$ cat src/rtl/reset_sequencer.sv
// reset_sequencer: synchronises the board reset, holds downstream resets for
// 2^HOLD_BITS cycles, then releases CHANNELS active-high resets in index order
// with STAGGER cycles between releases. Also provides a software reset request,
// a kickable watchdog, and a latched reset-cause register.
//
// Ports:
//   CLK       system clock
//   resetn    asynchronous active-low board/POR reset
//   sw_req    software reset request (single-cycle pulse, honoured in RUN only)
//   wdt_en    watchdog enable (level)
//   wdt_kick  watchdog restart (single-cycle pulse)
//   rst_out   active-high resets to downstream blocks, channel 0 released first
//   busy      high while the sequencer is not in RUN
//   cause     last reset source: 01 POR, 10 SW, 11 WDT
module reset_sequencer #(
    parameter int unsigned CHANNELS    = 2,   // >= 1
    parameter int unsigned HOLD_BITS   = 5,
    parameter int unsigned STAGGER     = 4,   // >= 1
    parameter int unsigned SYNC_STAGES = 2,   // >= 2
    parameter int unsigned WDT_BITS    = 16
) (
    input  logic                CLK,
    input  logic                resetn,
    input  logic                sw_req,
    input  logic                wdt_en,
    input  logic                wdt_kick,
    output logic [CHANNELS-1:0] rst_out,
    output logic                busy,
    output logic [1:0]          cause
);

    localparam int unsigned IDX_W = $clog2(CHANNELS + 1);
    localparam int unsigned STG_W = (STAGGER > 1) ? $clog2(STAGGER) : 1;

    localparam logic [HOLD_BITS-1:0] HOLD_MAX = '1;
    localparam logic [WDT_BITS-1:0]  WDT_MAX  = '1;
    localparam logic [STG_W-1:0]     STG_LAST = STG_W'(STAGGER - 1);
    localparam logic [IDX_W-1:0]     IDX_LAST = IDX_W'(CHANNELS - 1);

    localparam logic [1:0] CAUSE_POR = 2'b01;
    localparam logic [1:0] CAUSE_SW  = 2'b10;
    localparam logic [1:0] CAUSE_WDT = 2'b11;

    typedef enum logic [1:0] {
        ST_HOLD    = 2'd0,
        ST_RELEASE = 2'd1,
        ST_RUN     = 2'd2
    } state_t;

    state_t                state_q, state_d;
    logic [HOLD_BITS-1:0]  hold_q, hold_d;
    logic [STG_W-1:0]      stg_q, stg_d;
    logic [IDX_W-1:0]      idx_q, idx_d;
    logic [WDT_BITS-1:0]   wdt_q, wdt_d;
    logic [CHANNELS-1:0]   rst_out_d;
    logic                  busy_d;
    logic [1:0]            cause_d;

    logic [SYNC_STAGES-1:0] sync_q;
    logic                   sync_n;

    logic sw_evt;
    logic wdt_exp;
    logic restart;
    logic hold_done;
    logic stg_done;
    logic last_rel;

    // Reset-deassert synchroniser: clears asynchronously, releases after SYNC_STAGES edges
    always_ff @(posedge CLK or negedge resetn) begin
        if (!resetn) begin
            sync_q <= '0;
        end else begin
            sync_q <= {sync_q[SYNC_STAGES-2:0], 1'b1};
        end
    end

    assign sync_n = sync_q[SYNC_STAGES-1];

    // Restart events; software request wins over watchdog expiry, a kick suppresses expiry
    assign sw_evt    = (state_q == ST_RUN) && sw_req;
    assign wdt_exp   = (state_q == ST_RUN) && wdt_en && !wdt_kick && (wdt_q == WDT_MAX);
    assign restart   = sw_evt || wdt_exp;

    assign hold_done = (state_q == ST_HOLD) && sync_n && (hold_q == HOLD_MAX);
    assign stg_done  = (state_q == ST_RELEASE) && (stg_q == STG_LAST);
    assign last_rel  = stg_done && (idx_q == IDX_LAST);

    // State and registered outputs
    always_ff @(posedge CLK or negedge resetn) begin
        if (!resetn) begin
            state_q <= ST_HOLD;
            hold_q  <= '0;
            stg_q   <= '0;
            idx_q   <= '0;
            wdt_q   <= '0;
            rst_out <= '1;
            busy    <= 1'b1;
            cause   <= CAUSE_POR;
        end else begin
            state_q <= state_d;
            hold_q  <= hold_d;
            stg_q   <= stg_d;
            idx_q   <= idx_d;
            wdt_q   <= wdt_d;
            rst_out <= rst_out_d;
            busy    <= busy_d;
            cause   <= cause_d;
        end
    end

    // Next state and counters
    always_comb begin
        state_d = state_q;
        hold_d  = hold_q;
        stg_d   = stg_q;
        idx_d   = idx_q;
        wdt_d   = '0;
        unique case (state_q)
            ST_HOLD: begin
                if (hold_done) begin
                    // Channel 0 goes out on this edge; a single channel means we are done
                    state_d = (CHANNELS == 1) ? ST_RUN : ST_RELEASE;
                    hold_d  = '0;
                    stg_d   = '0;
                    idx_d   = IDX_W'(1);
                end else if (sync_n) begin
                    hold_d = hold_q + HOLD_BITS'(1);
                end
            end
            ST_RELEASE: begin
                if (stg_done) begin
                    stg_d = '0;
                    idx_d = idx_q + IDX_W'(1);
                    if (last_rel) begin
                        state_d = ST_RUN;
                    end
                end else begin
                    stg_d = stg_q + STG_W'(1);
                end
            end
            ST_RUN: begin
                if (restart) begin
                    // Synchroniser stays high, so the hold period restarts immediately
                    state_d = ST_HOLD;
                    hold_d  = '0;
                end else if (wdt_en && !wdt_kick) begin
                    wdt_d = wdt_q + WDT_BITS'(1);
                end
            end
            default: begin
                state_d = ST_HOLD;
            end
        endcase
    end

    // Next values of the registered outputs
    always_comb begin
        rst_out_d = rst_out;
        busy_d    = busy;
        cause_d   = cause;
        if (restart) begin
            rst_out_d = '1;
            busy_d    = 1'b1;
            cause_d   = sw_evt ? CAUSE_SW : CAUSE_WDT;
        end else if (hold_done) begin
            rst_out_d[0] = 1'b0;
            if (CHANNELS == 1) begin
                busy_d = 1'b0;
            end
        end else if (stg_done) begin
            // Only the indexed channel is released, keeping release order monotonic
            for (int i = 0; i < CHANNELS; i++) begin
                if (idx_q == IDX_W'(i)) begin
                    rst_out_d[i] = 1'b0;
                end
            end
            if (last_rel) begin
                busy_d = 1'b0;
            end
        end
    end

endmodule

$ cat config.mk
export PLATFORM = sky130hd
export DESIGN_NAME = reset_sequencer
export DESIGN_NICKNAME = d
export VERILOG_FILES = /design/src/rtl/reset_sequencer.sv
export SDC_FILE = /design/constraint.sdc
export NUM_CORES = 1
export LEC_CHECK = 0
export ABC_CLOCK_PERIOD_IN_PS = 1900
export BUFFER_PORTS_ARGS = -buffer_cell sky130_fd_sc_hd__buf_2
export CORE_MARGIN = 3
export CORE_UTILIZATION = 50
export CTS_CLUSTER_DIAMETER = 80
export DETAILED_ROUTE_END_ITERATION = 8
export GPL_ROUTABILITY_DRIVEN = 1
export PLACE_DENSITY = 0.74
export RECOVER_POWER = 25
export SLEW_MARGIN = 10
export SYNTH_ARGS = -nofsm -noshare
export SYNTH_HDL_FRONTEND = slang
export SYNTH_SLANG_ARGS = --single-unit
$ cat constraint.sdc
create_clock -name CLK -period 1.9 [get_ports CLK]
set_input_delay 0.38 -clock CLK [delete_from_list [all_inputs] [get_ports CLK]]
set_output_delay 0.38 -clock CLK [all_outputs]
set_load 0.02 [all_outputs]
# After elaboration in Yosys (flattened, before gate mapping)

Index checks and enable logic that the tools add are counted.

Bits in registers: 34
Bits in latches: 0
RAM bits: 0
Memory bits (read-only): 0
Bits of input ports: 5
Output and inout port bits: 5
Logic and storage cells: 81
Memories: 0

$add $sub $neg: 4
$mul: 0
Div/mod/pow operators: 0
Order comparisons: 0
Equality and inequality tests: 12
Shifts and indexed selects: 0
Mux-type cells: 28
Bitwise gates (word level): 0
Reductions and logical operators: 27

Operators by type and width:

| operator              | count |
|---|---|
| $mux 16               | 3 |
| $mux 2                | 9 |
| $add 16x1->16 const B | 1 |
| $eq 16x16->1 const B  | 1 |
| $mux 5                | 3 |
| $reduce_and 3->1      | 4 |
| $ne 2x2->1 const B    | 5 |
| $pmux 5 s2            | 1 |
| $reduce_bool 2->1     | 5 |
| $logic_and 1x1->1     | 9 |
| $mux 1                | 9 |
| $pmux 2 s2            | 2 |
| $pmux 2 s3            | 1 |
| $reduce_bool 3->1     | 2 |
| $add 5x1->5 const B   | 1 |
| $eq 5x5->1 const B    | 1 |
| $add 2x1->2 const B   | 2 |
| $eq 2x1->1 const B    | 2 |
| $eq 2x2->1 const B    | 2 |
| $logic_not 2->1       | 2 |
| $reduce_and 2->1      | 2 |
| $reduce_and 4->1      | 1 |
| $ne 3x3->1 const B    | 1 |
| $logic_not 1->1       | 1 |
| $logic_or 1x1->1      | 1 |

# Longest topological paths before layout

Word-level depth: 7
Mapped depth: 7
Mapped depth without buffers: 7

# Worst setup path after synthesis

OpenSTA, ideal clock, no wires.

Path kind: register -> register
Start point: reg wdt_q[0]
End point: reg hold_q[2]
Library setup time: 126 ps
Data arrival time: 1552 ps
Required time: 1774 ps
Path slack: 222 ps
Stages on the path, launching flop included: 6
Buffers on the path: 0
Cells stage by stage: dfrtp_1 ha_1 nand4_4 nor4_4 a21oi_2 a221o_1

Cells in the longest elaborated chain, start to end: 5

Ends and longest elaborated chain:

| item                              | RTL line | source |
|---|---|---|
| start: declaration                | 54       | `logic [WDT_BITS-1:0] wdt_q, wdt_d;` |
| start signal: assignment          | 105      | `wdt_q <= wdt_d;` |
| $eq 16x16->1                      | 82       | `assign wdt_exp = (state_q == ST_RUN) && wdt_en && !wdt_kick && (wdt_q == WDT_MAX);` |
| $logic_and 1x1->1                 | 82       |  |
| $logic_or 1x1->1                  | 83       | `assign restart = sw_evt \|\| wdt_exp;` |
| $ne 2x2->1 (no source line)       | -        |  |
| $reduce_and 3->1 (no source line) | -        |  |
| end signal: assignment            | 102      | `hold_q <= hold_d;` |
| end: declaration                  | 51       | `logic [HOLD_BITS-1:0] hold_q, hold_d;` |

No other way between the ends.
A chain may end at the register's enable or synchronous reset.

# Final worst setup path

Ends and elaborated chain as after synthesis.

==> results.toml <==
[critical_path]
critPathTopFamily = "compound AO/OA/AOI/OAI gates"
slowest_stage = "dfrtp_1"
ff2ff_setup_slack_ps = 220
crit_buf_inv = 0
start_kind = "flop"
r2r-start = "wdt_q[0]"
required_ps = 2130
crit_path_end_kind = "flop"
r2r-end = "hold_q[2]"
crit_arrival_ps = 1910
critPathMaxStageDelay_ps = 430
startpoint = "wdt_q[0]"
reg2reg_depth = 5
path_class = "flop to flop"
path_cells = "ha_2 -> nand4_4 -> nor4_4 -> a21oi_2 -> a221o_1"
cp_max_fo = 6

[clocking]
numCtsBuffers = 5
numClockSinks = 34
cts_hold_buf = 0
cts_tree = "built"
cts_setup_buffers = 0
clkLatencyLatePin_ps = 340
clockBufferDepth = 2
post_cts_resized = 0
root_buffer = "clkbuf_4"
clk_pin_slew_worst_paths_ps = 100
htree_levels = 2

[routing]
drt_wl_total_mm = 2.847
drtIter0Drc = 44
remaining_drc_errors = 0
viasPerCell = 5.359
ant_nets = 0
num_vias = 1163
dr.pass1.iters = 4
wl_per_cell_um = 13.12

[timing]
skew_ps = 12.43
finalMaxSlewViolations = 35
fmax_ghz = 0.5940
maxSlewHeadroom_pct = -12.69
whs_ps = 272.0
setup_ws_ps = 216.6
worstMarginPinSlew_ps = 1690
timing.final.crit_share_pct = 88.60
rsz0062_at_grt = "false"
hold_viol = 0
tns_ps = 0
setup_viol = 0
min_period_ps = 1683

[floorplanning]
initial_utilization_pct = 53.67
std_cell_rows = 20
ioPinCount = 10
die_h_um = 63.71
fp.coreArea_um2 = 3103
die_area_um2 = 4059
dieWidth_um = 63.71

[min_path]
hold_depth = 2
hp-start = "sw_req"
min_to = "state_q[1]"
min_path_type = "input pin to flop"

[finish]
final_common_cell = "dfrtp_1"
area_delta_synth_final_pct = 10.37
most-common-layout-cells = "dfrtp_1, nor2_1, nand2_1, nand3_1, xnor2_1"
antenna_cells = 0
postLayoutCellArea_um2 = 1838
drive_gt1_share_pct = 18.50
layout.nets = 183

[power]
p_int_mw = 1.287
p_sw_mw = 0.5306
power_mw = 1.818
p_leak_nw = 0.7663
p_comb_share_pct = 20.6
p_clk_share_pct = 28.1
ir_drop_mv = 0.4031
p_seq_share_pct = 51.3
pwr_density_cell_nw_per_um2 = 988.9
switching_share_pct = 29.19

[logic_synthesis]
ys_async_sr_fraction_pct = 100.0
synthesis.nets = 169
synth_area_um2 = 1665
ys_seq_elements = 34
syn_avg_cell_area_um2 = 10.54
yosys.area.top_type = "dfrtp_1"
synth_compound_area_share_pct = 7.814
synth_flop_cell = "dfrtp_1"
ys_top_cells_by_area = "dfrtp_1, dfstp_2, xnor2_1, nor2_1, ha_1"
synthMuxAreaShare_pct = 0.6011
synth-edff-count = 0
ys_warn_count = 0
yosysUniqueCellTypes = 42
synth_top_area_share_pct = 45.08
synth_top_family_by_area = "simple AND/OR/NAND/NOR gates"
yosys.area_share.adder_pct = 4.508
syn_inst = 158
yosys.area_share.simple_pct = 24.49
synth_xor_area_share_pct = 7.889
ys_seq_area_share_pct = 51.39

[global_route]
track_usage_pct = 16.62
overflow = 0
grt_pass1_wl_mm = 5.106
grt_max_degree = 35
antenna_found_initial = 0
grt_pass1_vias = 1152

[placed_design]
place_ws_ps = 70.17
post-dp-hpwl_mm = 2.018
place_congestion = 0.8461
port-buffer-count = 9
placed_area_um2 = 1759

[run]
max_cap_violations = 1

[run_status]
violations = "max-capacitance violations, max-slew violations"
status = "complete, but fails checks"
## metrics by stage
stage	utilization, %	cells
global placement	56.69	209
detailed placement	56.69	209
CTS	59.19	217
global route	59.23	217
finish	59.23	217
floorplan	-	158
## metal layers
metal  part of all wire [%]  wire length (µm)  global-route usage, %  vias to the layer above
met2                     45              1289                  24.38                       25
met4                    2.9                82                  9.973                        0
met1                     47              1328                  20.57                      549
li1                       -                 -                      -                      579
met5                      0                 0                      0                        -
met3                    5.1               146                  6.417                       10
## cells in the mapped netlist (2+ instances only)
master,instances
xor2_1,4
nor2_1,21
nand4_1,5
buf_2,2
inv_1,8
xnor2_1,11
ha_1,6
nor3_1,3
a21oi_1,2
nor4_1,4
dfrtp_1,30
nand2_1,15
dfstp_2,4
nand3_1,12
o41ai_1,2
o21ai_0,3
## final cells by class
cell class	count	area, µm²
Fill cell	281	1265
Sequential cell	34	855.8
Clock buffer	5	37.54
Inverter	8	30.03
Timing Repair Buffer	11	58.81
Tap cell	44	55.05
Multi-Input combinational cell	112	760.7
Clock inverter	3	40.04
## flip-flops by register name (all words and copies together), names as in the netlist
name	cells
state_q	2
stg_q	2
busy	1
idx_q	2
wdt_q	16
sync_q	2
hold_q	5
rst_out	2
cause	2
## how the worst max path moves through the flow
stage / endpoint / depth (start not counted) / slack (ps)
after global routing: hold_q[2] / 7 / 50
after CTS: hold_q[2] / 5 / 60
after global placement: hold_q[2] / 5 / 140
after floorplan: hold_q[2] / 5 / 220
final: hold_q[2] / 5 / 220
after detailed placement: hold_q[2] / 5 / 70
## power by group through the flow
stage | clock [mW] | combinational [mW] | sequential (mW)
final | 0.510 | 0.374 | 0.933
after global routing | 0.568 | 0.436 | 0.952
after CTS | 0.528 | 0.381 | 0.930
after detailed placement | 0 | 0.379 | 0.942
after global placement | 0 | 0.359 | 0.933
after floorplan | 0 | 0.281 | 0.930
## cell families (layout without fill, tap and decap cells)
group	count (synthesis)	count (layout)
adder cells (fa/ha/maj)	6	6
flip-flops	34	34
AND/OR/NAND/NOR	72	72
other	1	1
buffers and inverters	12	27
XOR/XNOR	15	15
multiplexers	1	1
AO/OA/AOI/OAI	17	17
## worst reg2reg max path, stage by stage (launching register included)
cell and delay [ps]:
dfrtp_1 430, ha_2 260, nand4_4 140, nor4_4 240, a21oi_2 140, a221o_1 360
Power figures use the tool's default switching activity.
